`src/rtl/idex_operand_stage.sv`:
```
// ID/EX pipeline register feeding the ALU: captures decoded instructions, forwards
// EX/MEM and MEM/WB results into the operands, and keeps held operands fresh while stalled.
module idex_operand_stage #(
  parameter int WORD_W = 32,
  parameter int REG_AW = 5
) (
  input  logic              CLK,
  input  logic              nRST,
  input  logic              stall,
  input  logic              flush,
  input  logic              id_valid,
  input  logic [REG_AW-1:0] id_rs,
  input  logic [REG_AW-1:0] id_rt,
  input  logic [WORD_W-1:0] id_rdat1,
  input  logic [WORD_W-1:0] id_rdat2,
  input  logic [15:0]       id_imm,
  input  logic [4:0]        id_shamt,
  input  logic              id_alusrc,
  input  logic [1:0]        id_extop,
  input  logic              id_shift,
  input  logic [3:0]        id_aluop,
  input  logic              id_regwen,
  input  logic [REG_AW-1:0] id_wsel,
  input  logic              exmem_wen,
  input  logic [REG_AW-1:0] exmem_wsel,
  input  logic [WORD_W-1:0] exmem_data,
  input  logic              memwb_wen,
  input  logic [REG_AW-1:0] memwb_wsel,
  input  logic [WORD_W-1:0] memwb_data,
  output logic              ex_valid,
  output logic [WORD_W-1:0] ex_portA,
  output logic [WORD_W-1:0] ex_portB,
  output logic [3:0]        ex_aluop,
  output logic [WORD_W-1:0] ex_store,
  output logic              ex_regwen,
  output logic [REG_AW-1:0] ex_wsel
);

  typedef enum logic [1:0] {
    EXT_ZERO = 2'b00,
    EXT_SIGN = 2'b01,
    EXT_LUI  = 2'b10
  } extop_t;

  // Register index 0 reads as zero and is never a forwarding target.
  function automatic logic [WORD_W-1:0] fwd(input logic [REG_AW-1:0] idx,
                                            input logic [WORD_W-1:0] fallback);
    if (idx == '0)                              return '0;
    else if (exmem_wen && exmem_wsel == idx)    return exmem_data;
    else if (memwb_wen && memwb_wsel == idx)    return memwb_data;
    else                                        return fallback;
  endfunction

  // Held state: operands plus what is needed to re-forward them while stalled.
  logic [REG_AW-1:0] rs_q, rt_q;
  logic              a_is_reg_q, b_is_reg_q;

  logic [WORD_W-1:0] fwd_rs, fwd_rt, ext_imm, form_a, form_b;
  logic [WORD_W-1:0] snoop_a, snoop_b, snoop_store;

  // NOTE: every always_comb output gets a default first so no path leaves it unassigned (no latch).
  always_comb begin
    ext_imm = WORD_W'(id_imm);
    case (id_extop)
      EXT_SIGN: ext_imm = WORD_W'($signed(id_imm));
      EXT_LUI:  ext_imm = WORD_W'(id_imm) << 16;
      default:  ext_imm = WORD_W'(id_imm);
    endcase
  end

  always_comb begin
    fwd_rs      = fwd(id_rs, id_rdat1);
    fwd_rt      = fwd(id_rt, id_rdat2);
    form_a      = id_shift  ? WORD_W'(id_shamt) : fwd_rs;
    form_b      = id_alusrc ? ext_imm           : fwd_rt;
    snoop_a     = fwd(rs_q, ex_portA);
    snoop_b     = fwd(rt_q, ex_portB);
    snoop_store = fwd(rt_q, ex_store);
  end

  // NOTE: sequential state uses non-blocking assignments so all fields update from pre-edge values.
  always_ff @(posedge CLK or negedge nRST) begin
    if (!nRST) begin
      ex_valid   <= 1'b0;
      ex_regwen  <= 1'b0;
      ex_wsel    <= '0;
      ex_aluop   <= '0;
      ex_portA   <= '0;
      ex_portB   <= '0;
      ex_store   <= '0;
      rs_q       <= '0;
      rt_q       <= '0;
      a_is_reg_q <= 1'b0;
      b_is_reg_q <= 1'b0;
    end else if (flush) begin
      ex_valid  <= 1'b0;
      ex_regwen <= 1'b0;
    end else if (stall) begin
      if (ex_valid) begin
        if (a_is_reg_q) ex_portA <= snoop_a;
        if (b_is_reg_q) ex_portB <= snoop_b;
        ex_store <= snoop_store;
      end
    end else begin
      ex_valid   <= id_valid;
      ex_regwen  <= id_regwen & id_valid;
      ex_wsel    <= id_wsel;
      ex_aluop   <= id_aluop;
      ex_portA   <= form_a;
      ex_portB   <= form_b;
      ex_store   <= fwd_rt;
      rs_q       <= id_rs;
      rt_q       <= id_rt;
      a_is_reg_q <= ~id_shift;
      b_is_reg_q <= ~id_alusrc;
    end
  end

endmodule

```
`config.mk`:
```
export PLATFORM = sky130hd
export DESIGN_NAME = idex_operand_stage
export DESIGN_NICKNAME = d
export VERILOG_FILES = /design/src/rtl/idex_operand_stage.sv
export SDC_FILE = /design/constraint.sdc
export NUM_CORES = 1
export LEC_CHECK = 0
export CAP_MARGIN = 10
export CORE_ASPECT_RATIO = 1.5
export CORE_MARGIN = 8
export CORE_UTILIZATION = 50
export DETAILED_ROUTE_END_ITERATION = 16
export PLACE_DENSITY = 0.88
export SLEW_MARGIN = 20
export SYNTH_ARGS = -nofsm -noshare
export SYNTH_HDL_FRONTEND = slang
export SYNTH_SLANG_ARGS = --single-unit
```
`constraint.sdc`:
```
create_clock -name CLK -period 3.7 [get_ports CLK]
set_clock_uncertainty 0.1 [all_clocks]
set_input_delay 1.11 -clock CLK [delete_from_list [all_inputs] [get_ports CLK]]
set_output_delay 1.11 -clock CLK [all_outputs]
set_load 0.05 [all_outputs]
```
# Yosys cells after proc, flatten, opt, wreduce, memory -nomap -nowiden
# Index checks and enable logic that the tools add are counted.
# Widths: inputs -> output; s select.
totals:
  mem_bits_rw: 0
  out_inout_bits: 107
  ff_bits: 119
  inputBits: 190
  rom_bits: 0
  n_memories: 0
  latchBits: 0
  wordCells: 75
op_classes:
  n_reduce_logical: 16
  div_mod_pow: 0
  n_eq_ne: 16
  n_bitwise: 5
  multipliers: 0
  magnitude_cmp: 0
  n_addsub: 0
  shifts: 0
  muxes: 27
op_table:
  columns: ["op", "count"]
  rows:
  - ["$mux 32", 22]
  - ["$pmux 32 s2", 1]
  - ["$eq 5x5->1", 8]
  - ["$logic_not 5->1", 4]
  - ["$logic_and 1x1->1", 8]
  - ["$ne 2x1->1 const B", 4]
  - ["$ne 4x1->1 const B", 2]
  - ["$reduce_and 4->1", 2]
  - ["$mux 1", 4]
  - ["$not 1->1", 4]
  - ["$reduce_and 3->1", 1]
  - ["$eq 2x1->1 const B", 1]
  - ["$eq 2x2->1 const B", 1]
  - ["$reduce_and 2->1", 1]
  - ["$and 1x1->1", 1]

# Depth between registers and ports, before layout
# Gate-level depths: netlist of the first run.
depth:
  ltp_word: 8
  mapped_depth: 9

# Worst setup path after synthesis of the first run
# No wires, ideal clock.
synth_timing:
  kind: "input to register"
  startpoint: "input port exmem_wsel[0]"
  endpoint: "register ex_portB[21]"
  stages: 8
  setup_time_ps: 124
  setup_slack_ps: 853
  t_arrival_ps: 2623
  required_ps: 3476
  n_path_buf: 2
  cell_sequence: "xor2_1 nor4_1 and3_1 buf_2 buf_4 mux2i_1 o22ai_1 o31a_1"
synth_between:
  elab_chain_cells: 7
  word_cells_on_any_way: 14
synth_lines:
  columns: ["item", "line_no", "rtl"]
  rows:
  - ["from (decl)", "25", "input logic [REG_AW-1:0] exmem_wsel,"]
  - ["$eq 5x5->1", "49", "else if (exmem_wen && exmem_wsel == idx) return exmem_data;"]
  - ["$logic_and 1x1->1", "49", null]
  - ["$mux 32", "49", null]
  - ["$mux 32", "48", "if (idx == '0) return '0;"]
  - ["$mux 32", "101", "if (b_is_reg_q) ex_portB <= snoop_b;"]
  - ["$mux 32", "99", "if (ex_valid) begin"]
  - ["$mux 32", "98", "end else if (stall) begin"]
  - ["to (signal assigned)", "101", null]
  - ["to (signal assigned)", "110", "ex_portB <= form_b;"]
  - ["to (decl)", "32", "output logic [WORD_W-1:0] ex_portB,"]
# Several ways; a longest one is shown, not always the timed one. The select of a mux whose other input is x is not followed.
# A chain may end at the register's enable or synchronous reset.

# Worst setup path in the final report of the first run
layout_timing:
  startpoint: "input port exmem_wsel[1]"
  endpoint: "register ex_portB[1]"
# The elaborated chain is that of the path after synthesis.

==> impl_results.md, run 1 <==
- Yosys top cell by area: dfrtp_1
- Critical path required time: between 3000 and 4000 ps
- Via count: 9312
- Synth warn: 0
- Status: finished, final reports clean
- Peak Freq: 313 MHz
- Fill cells: about 1400
- Placed insts: 1442
- Fin worst setup slack: 509 ps
- WHS: 411 ps
- # hold bufs at CTS: 0
- CTS max path bufs: 2
- Total Routing Usage GR: 32.8%
- Worst R2R Setup Slack: 1150 ps
- Hold wc startpoint: ex_aluop[0]$_DFFE_PN0P_
- RSZ-0062 raised after global routing: false
- Post-CTS Setup Inserts: 0
- Power Dens Cells: 503 nW/um^2
- GR Layer Usage met2: between 50% and 60%
- GRT met3 Usage: 7.73%
- Max-slew violation count: 0
- Final Power: between 6 and 7 mW
- Post-DRT Antenna Nets: 0
- Met1 track demand over resource: about 35%
- Seq/Total Area, Yosys: 34.5%
- DR vias/cell: 6.30
- Combinational Power Share: 45.7%
- Synth area leaders: dfrtp_1 34%, mux2i_1 11%, o31a_1 9.2%
- # rows: 59
- Headroom to the max-slew limit: between 30 and 40%
- First-pass DRT Iterations: 10
- Wirelength per Cell: between 20 and 25 um
- Post-layout min period: 3190 ps
- Clock power share: 25.9%
- IO buf count: approximately 300
- Clock Root Buffer: clkbuf_16
- R2r startpoint: rt_q[0]$_DFFE_PN0P_
- Design Area, Final: 12500 um^2
- Die width: 123 um
- Synth Area per Inst: between 8 and 9 um^2
- Max Cap Viol: 0
- DP Worst Slack: ~130 ps
- Worst Max-Slew Pin Slew: 937 ps
- Non-Filler Instances: 1478
- Die area: 21800 um^2
- Setup TNS: 0 ps
- Cells after Synth: 995
- Clock tree from TritonCTS: built
- Core outline area: ~17000 um^2
- Crit path launch: exmem_wsel[1]
- Total clock buffers created by CTS: 17
- Reg2Reg Depth: 5
- Post-cts repair resize count: 0
- Final nets: between 1000 and 1500
- Placed inst area: approximately 12000 um^2
- Die Span Y: 177 um
- Post-synth top area share: between 30% and 40%
- Initial Util: between 50 and 60%
- Top Ports: about 300
- Async set-or-reset flop fraction in the synthesized netlist: between 90% and 100%
- Switching Share: 42.5%
- DP HPWL: 26500 um
- Seq pwr share: about 28%
- Register bit total from synthesis: between 100 and 150
- Ys flop type: dfrtp_1
- # setup viols final: 0
- Layout cells sized above 1: 7.61%
- Crit end category: flop
- Kind of critical path: in -> reg
- Leakage power: about 5 nW
- Netlist cell types: 45
- H-tree Lvls: 4
- Fin crit share: 86.2%
- Post-Route WL: between 30000 and 40000 um
- NetSw: 2.66 mW
- Util after Layout: between 70 and 80%
- Grt ovf: 0
- CP arrival: 3400 ps
- Clk Latency, worst-skew pair: ~420 ps
- Clock sink count: 119
- Int Pwr: 3.60 mW
- CP startpoint kind: input port
- CP endpoint: ex_portB[1]$_DFFE_PN0P_
- Peak supply drop: between 0.0003 and 0.0004 V
- Final hold vios: 0
- Pin count of the biggest net entering global routing: 129
- Synth Cell Area: about 8600 um^2
- Most frequent cell after synthesis: dfrtp_1
- Final GP Congestion: about 1
- 1st-iter DRT viols: 1084
- Mapped Nets: 1187
- R2r endpoint: ex_portB[3]$_DFFE_PN0P_
- Clock transition at path regs: 70 ps
- Remaining DRCs: 0
- First-pass GRT wire length: 54200 um
- Synth top cells by count: 119 x dfrtp_1, 98 x nor2_1, 91 x mux2i_1, 91 x nand2b_1, 91 x o31a_1
- CP max FO: 128
- Post-synth EDFFs: 0
- Antenna violations before repair: 3
- Vias in the first global route: 9420
- P&R area growth vs syn: 44.2%
- Hold Crit Class: reg -> reg
- GRT Max-Usage Layer: met2
## sequential cells by signal (all words and copies together), names as in the netlist
name,flops
a_is_reg_q,1
b_is_reg_q,1
ex_aluop,4
ex_portA,32
ex_portB,32
ex_regwen,1
ex_store,32
ex_valid,1
ex_wsel,5
rs_q,5
rt_q,5
## worst min-delay path by stage
stage,end,cells past startpoint,slack [ps]
floorplan,a_is_reg_q$_DFFE_PN0P_,2,350
global placement,b_is_reg_q$_DFFE_PN0P_,2,370
detailed placement,ex_wsel[1]$_DFFE_PN0P_,1,390
CTS,ex_wsel[1]$_DFFE_PN0P_,1,410
global route,ex_aluop[2]$_DFFE_PN0P_,1,430
finish,ex_aluop[0]$_DFFE_PN0P_,1,410
## cell type report
class	instances	area [um^2]	area share [%]
multi-input combinational	782	5320	42.7
timing repair buffer	319	3300	26.4
sequential	119	2980	23.9
clock buffer	17	425	3.41
tap	213	267	2.14
clock inverter	15	134	1.07
inverter	9	33.8	0.271
antenna	4	10.0	0.0803
## power groups by stage
stage | Combinational [mW] | Sequential (mW) | Clock, mW
final | 2.86 | 1.78 | 1.62
after global routing | 2.99 | 1.81 | 1.68
after CTS | 2.87 | 1.77 | 1.63
after detailed placement | 2.85 | 1.79 | 0
after global placement | 2.82 | 1.78 | 0
after floorplan | 0.748 | 2.75 | 0
## layer usage
layer	wire [um]	vias to the layer above	part of all wire (%)
li1	-	4185	-
met1	12400	4450	34
met2	18200	550	50
met3	3140	127	8.6
met4	2720	0	7.5
met5	0	-	0
## critical path: stages
cell             delay [ps]
clkdlybuf4s50_1         520
xor2_1                  220
nor4_1                  450
nand3_4                 120
buf_12                  240
o21ai_0                 290
a31oi_1                  80
o31a_1                  270
## kinds of logic (layout without fill, tap and decap cells)
logic type,Yosys count,count (layout),synth area share [%]
compound gates,330,330,26.8
xor+xnor,40,40,4.06
fa+ha+maj,2,2,0.290
buf+inv,94,360,4.82
flops,119,119,34.5
mux,110,110,13.0
other cells,0,4,0
simple gates,300,300,16.5
## layout by cell type, fill, tap and decap left out, drive strengths merged, types with 35 or more instances in the layout
| cell | synthesis | routed |
|---|---|---|
| nand2 | 86 | 86 |
| o21ai | 87 | 87 |
| mux2i | 91 | 91 |
| o31a | 91 | 91 |
| nor2 | 98 | 98 |
| nand2b | 91 | 91 |
| dfrtp | 119 | 119 |
| clkdlybuf4s50 | 0 | 295 |
| a21oi | 35 | 35 |
Note: power is estimated with default switching activity, not from simulation.
==> run 2, diff against run 1 <==
--- a/config.mk
+++ b/config.mk
@@ -5,12 +5,13 @@
 export SDC_FILE = /design/constraint.sdc
 export NUM_CORES = 1
 export LEC_CHECK = 0
+export ABC_AREA = 1
 export CAP_MARGIN = 10
 export CORE_ASPECT_RATIO = 1.5
 export CORE_MARGIN = 8
-export CORE_UTILIZATION = 50
+export CORE_UTILIZATION = 51
 export DETAILED_ROUTE_END_ITERATION = 16
-export PLACE_DENSITY = 0.88
+export PLACE_DENSITY = 0.89
 export SLEW_MARGIN = 20
 export SYNTH_ARGS = -nofsm -noshare
 export SYNTH_HDL_FRONTEND = slang
==> impl_results.md, run 2 <==
- Status: finished, final reports clean
- Fin worst setup slack: 643 ps
- Crit end category: flop
- Final hold vios: 0
- First-pass DRT Iterations: 7
- Hold depth: 2
- 1st-iter DRT viols: 1665
- CTS max path bufs: 2
- Async set-or-reset flop fraction in the synthesized netlist: between 90% and 100%
- Commonest non-fill, non-tap cell in the layout: nand2_1
- Post-DRT Antenna Nets: 0
- Top Ports: 297
- Peak Freq: 327 MHz
- Remaining DRCs: 0
- CP arrival: 3230 ps
- Netlist cell types: 33
- Final nets: 1930
- Via count: 11700
- Top flop regs: ex_portA x32, ex_portB x32, ex_store x32
- Ys flop type: dfrtp_1
- Final GP Congestion: 0.949
- Synth warn: 0
- Post-CTS Setup Inserts: 0
- Most frequent cells in the layout: 496 x nand2_1, 295 x clkdlybuf4s50_1, 187 x nor2_1
- Pin count of the biggest net entering global routing: 65
- Util after Layout: 74.1%
- Clock transition at path regs: 60 ps
- Post-synth EDFFs: 0
- Setup TNS: 0 ps
- # diodes: 0
- Wirelength per Cell: roughly 21 um
- Synth Cell Area: 8980 um^2
- First-pass GRT wire length: 63500 um
- Worst Max-Slew Pin Slew: 851 ps
- R2r startpoint: rt_q[4]$_DFFE_PN0P_
- Yosys top cell by area: dfrtp_1
- Post-cts repair resize count: 0
- Register bit total from synthesis: 119
- Hold Path End: ex_wsel[0]$_DFFE_PN0P_
- # rows: 59
- Synth Area per Inst: 6.10 um^2
- Clock tree from TritonCTS: built
- P&R area growth vs syn: 42.6%
- Initial Util: slightly above 50%
- Critical path required time: 3870 ps
- Design Area, Final: ~13000 um^2
- DP HPWL: approximately 30000 um
- CP startpoint kind: input port
- DR vias/cell: 5.94
- Post-Route WL: 41700 um
- Layout cells sized above 1: under 10%
- Seq/Total Area, Yosys: 33.2%
- # hold bufs at CTS: 0
- # setup viols final: 0
- Kind of critical path: in -> reg
- Max Cap Viol: 0
- Post-layout min period: 3060 ps
- Hold wc startpoint: ex_wsel[0]$_DFFE_PN0P_
- WHS: between 300 and 400 ps
- Total Routing Usage GR: 36.5%
- Clock Root Buffer: clkbuf_16
- Placed insts: 1932
- Placed inst area: 12200 um^2
- Core outline area: about 17000 um^2
- Worst path cell trace: clkdlybuf4s50_1 > inv_2 > nand3_1 > o31ai_4 > buf_12 > nor2_1 > nand2_1 > a31oi_1
- Vias in the first global route: around 12000
- R2r endpoint: ex_store[7]$_DFFE_PN0P_
- Antenna violations before repair: 0
- Die Span Y: 179 um
- Clk Latency, worst-skew pair: 430 ps
- Die width: roughly 120 um
- Synth top cells by count: 496 x nand2_1, 188 x nor2_1, 145 x nand3_1
- Grt ovf: 0
- Reg2Reg Depth: 10
- Total clock buffers created by CTS: 17
- Leakage power: between 6 and 7 nW
- Mapped Nets: 1663
- Hold Crit Class: reg -> reg
- Worst R2R Setup Slack: 1480 ps
- Slowest CP cell: o31ai_4
- CP delay by family, top: buffers and inverters
- CP max FO: 20
- RSZ-0062 raised after global routing: false
- DP Worst Slack: 258 ps
- Clock sink count: 119
- Post-synth top area share: 33.2%
- Power Dens Cells: 529 nW/um^2
- H-tree Lvls: 4
- Peak supply drop: 0.000419 V
- Fill cells: ~1500
- Most frequent cell after synthesis: nand2_1
- Die area: about 22000 um^2
- Synth area leaders: dfrtp_1 33%, nand2_1 21%, nand3_1 8.1%
- Max-slew violation count: 0
- Non-Filler Instances: 1964
- Sum of buffers and inverters on the critical path: 3
- Final Power: 6.78 mW
- Cells after Synth: 1471
- Max stage delay on crit path: 710 ps
- Fin crit share: 82.6%
- IO buf count: 296
- Headroom to the max-slew limit: 43.3%
[run 2: changes by cell type in the layout (fill, tap and decap cells not counted), sizes merged, moves of 91 or more]
cell / change
nand3: +146
nor2: +96
mux2i: -91
nand2b: -91
inv: +119
nand2: +410
o31a: -91
[run 2: routing by layer]
| layer | global-route usage (%) | up-vias | wire, um |
|---|---|---|---|
| met1 | 39.9 | 5240 | 14000 |
| met5 | 0 | - | 0 |
| met3 | 9.52 | 241 | 4640 |
| li1 | - | 5276 | - |
| met2 | 61.1 | 907 | 19900 |
| met4 | 25.6 | 0 | 3140 |
[run 2: power breakdown]
group          internal (mW)  leakage [nW]  switching, mW
Combinational           1.08          4.76           2.14
Sequential              1.63          1.40          0.230
Clock                   1.01         0.273          0.684
Total                   3.73          6.43           3.05
[run 2: how the worst max path moves through the flow]
stage / endpoint / slack [ps] / startpoint / depth (start not counted)
6_report: ex_store[31]$_DFFE_PN0P_ / 640 / id_rt[3] / 8
5_1_grt: ex_store[0]$_DFFE_PN0P_ / 520 / exmem_wsel[2] / 9
4_1_cts: ex_store[12]$_DFFE_PN0P_ / 700 / exmem_wsel[3] / 11
3_5_place_dp: ex_store[27]$_DFFE_PN0P_ / 260 / exmem_wsel[3] / 11
3_3_place_gp: ex_store[24]$_DFFE_PN0P_ / 340 / id_rt[4] / 8
2_1_floorplan: ex_store[0]$_DFFE_PN0P_ / 1210 / exmem_wsel[0] / 10
[run 2: cell type report]
class / instances / area (um^2) / area share, %
Clock inverter: 13 / 146 / 1.14
Timing Repair Buffer: 335 / 3340 / 26.1
Multi-Input combinational cell: 1128 / 5110 / 39.9
Tap cell: 213 / 267 / 2.08
Inverter: 137 / 517 / 4.04
Clock buffer: 19 / 443 / 3.46
Sequential cell: 119 / 2980 / 23.3
[run 2: cells by family (layout without fill, tap and decap cells)]
kind of cell	count (synthesis)	count (layout)	synth area share, %
flops	119	119	33.2
buf+inv	224	504	10.3
fa+ha+maj	2	2	0.279
compound gates	240	240	15.0
simple gates	885	885	41.2
xor+xnor	1	1	0.0976
[run 2: tightest hold or removal path, cell delays in order (launching register included)]
cell     delay (ps)
dfrtp_1         350
nand2_1          50
nand2_1          40
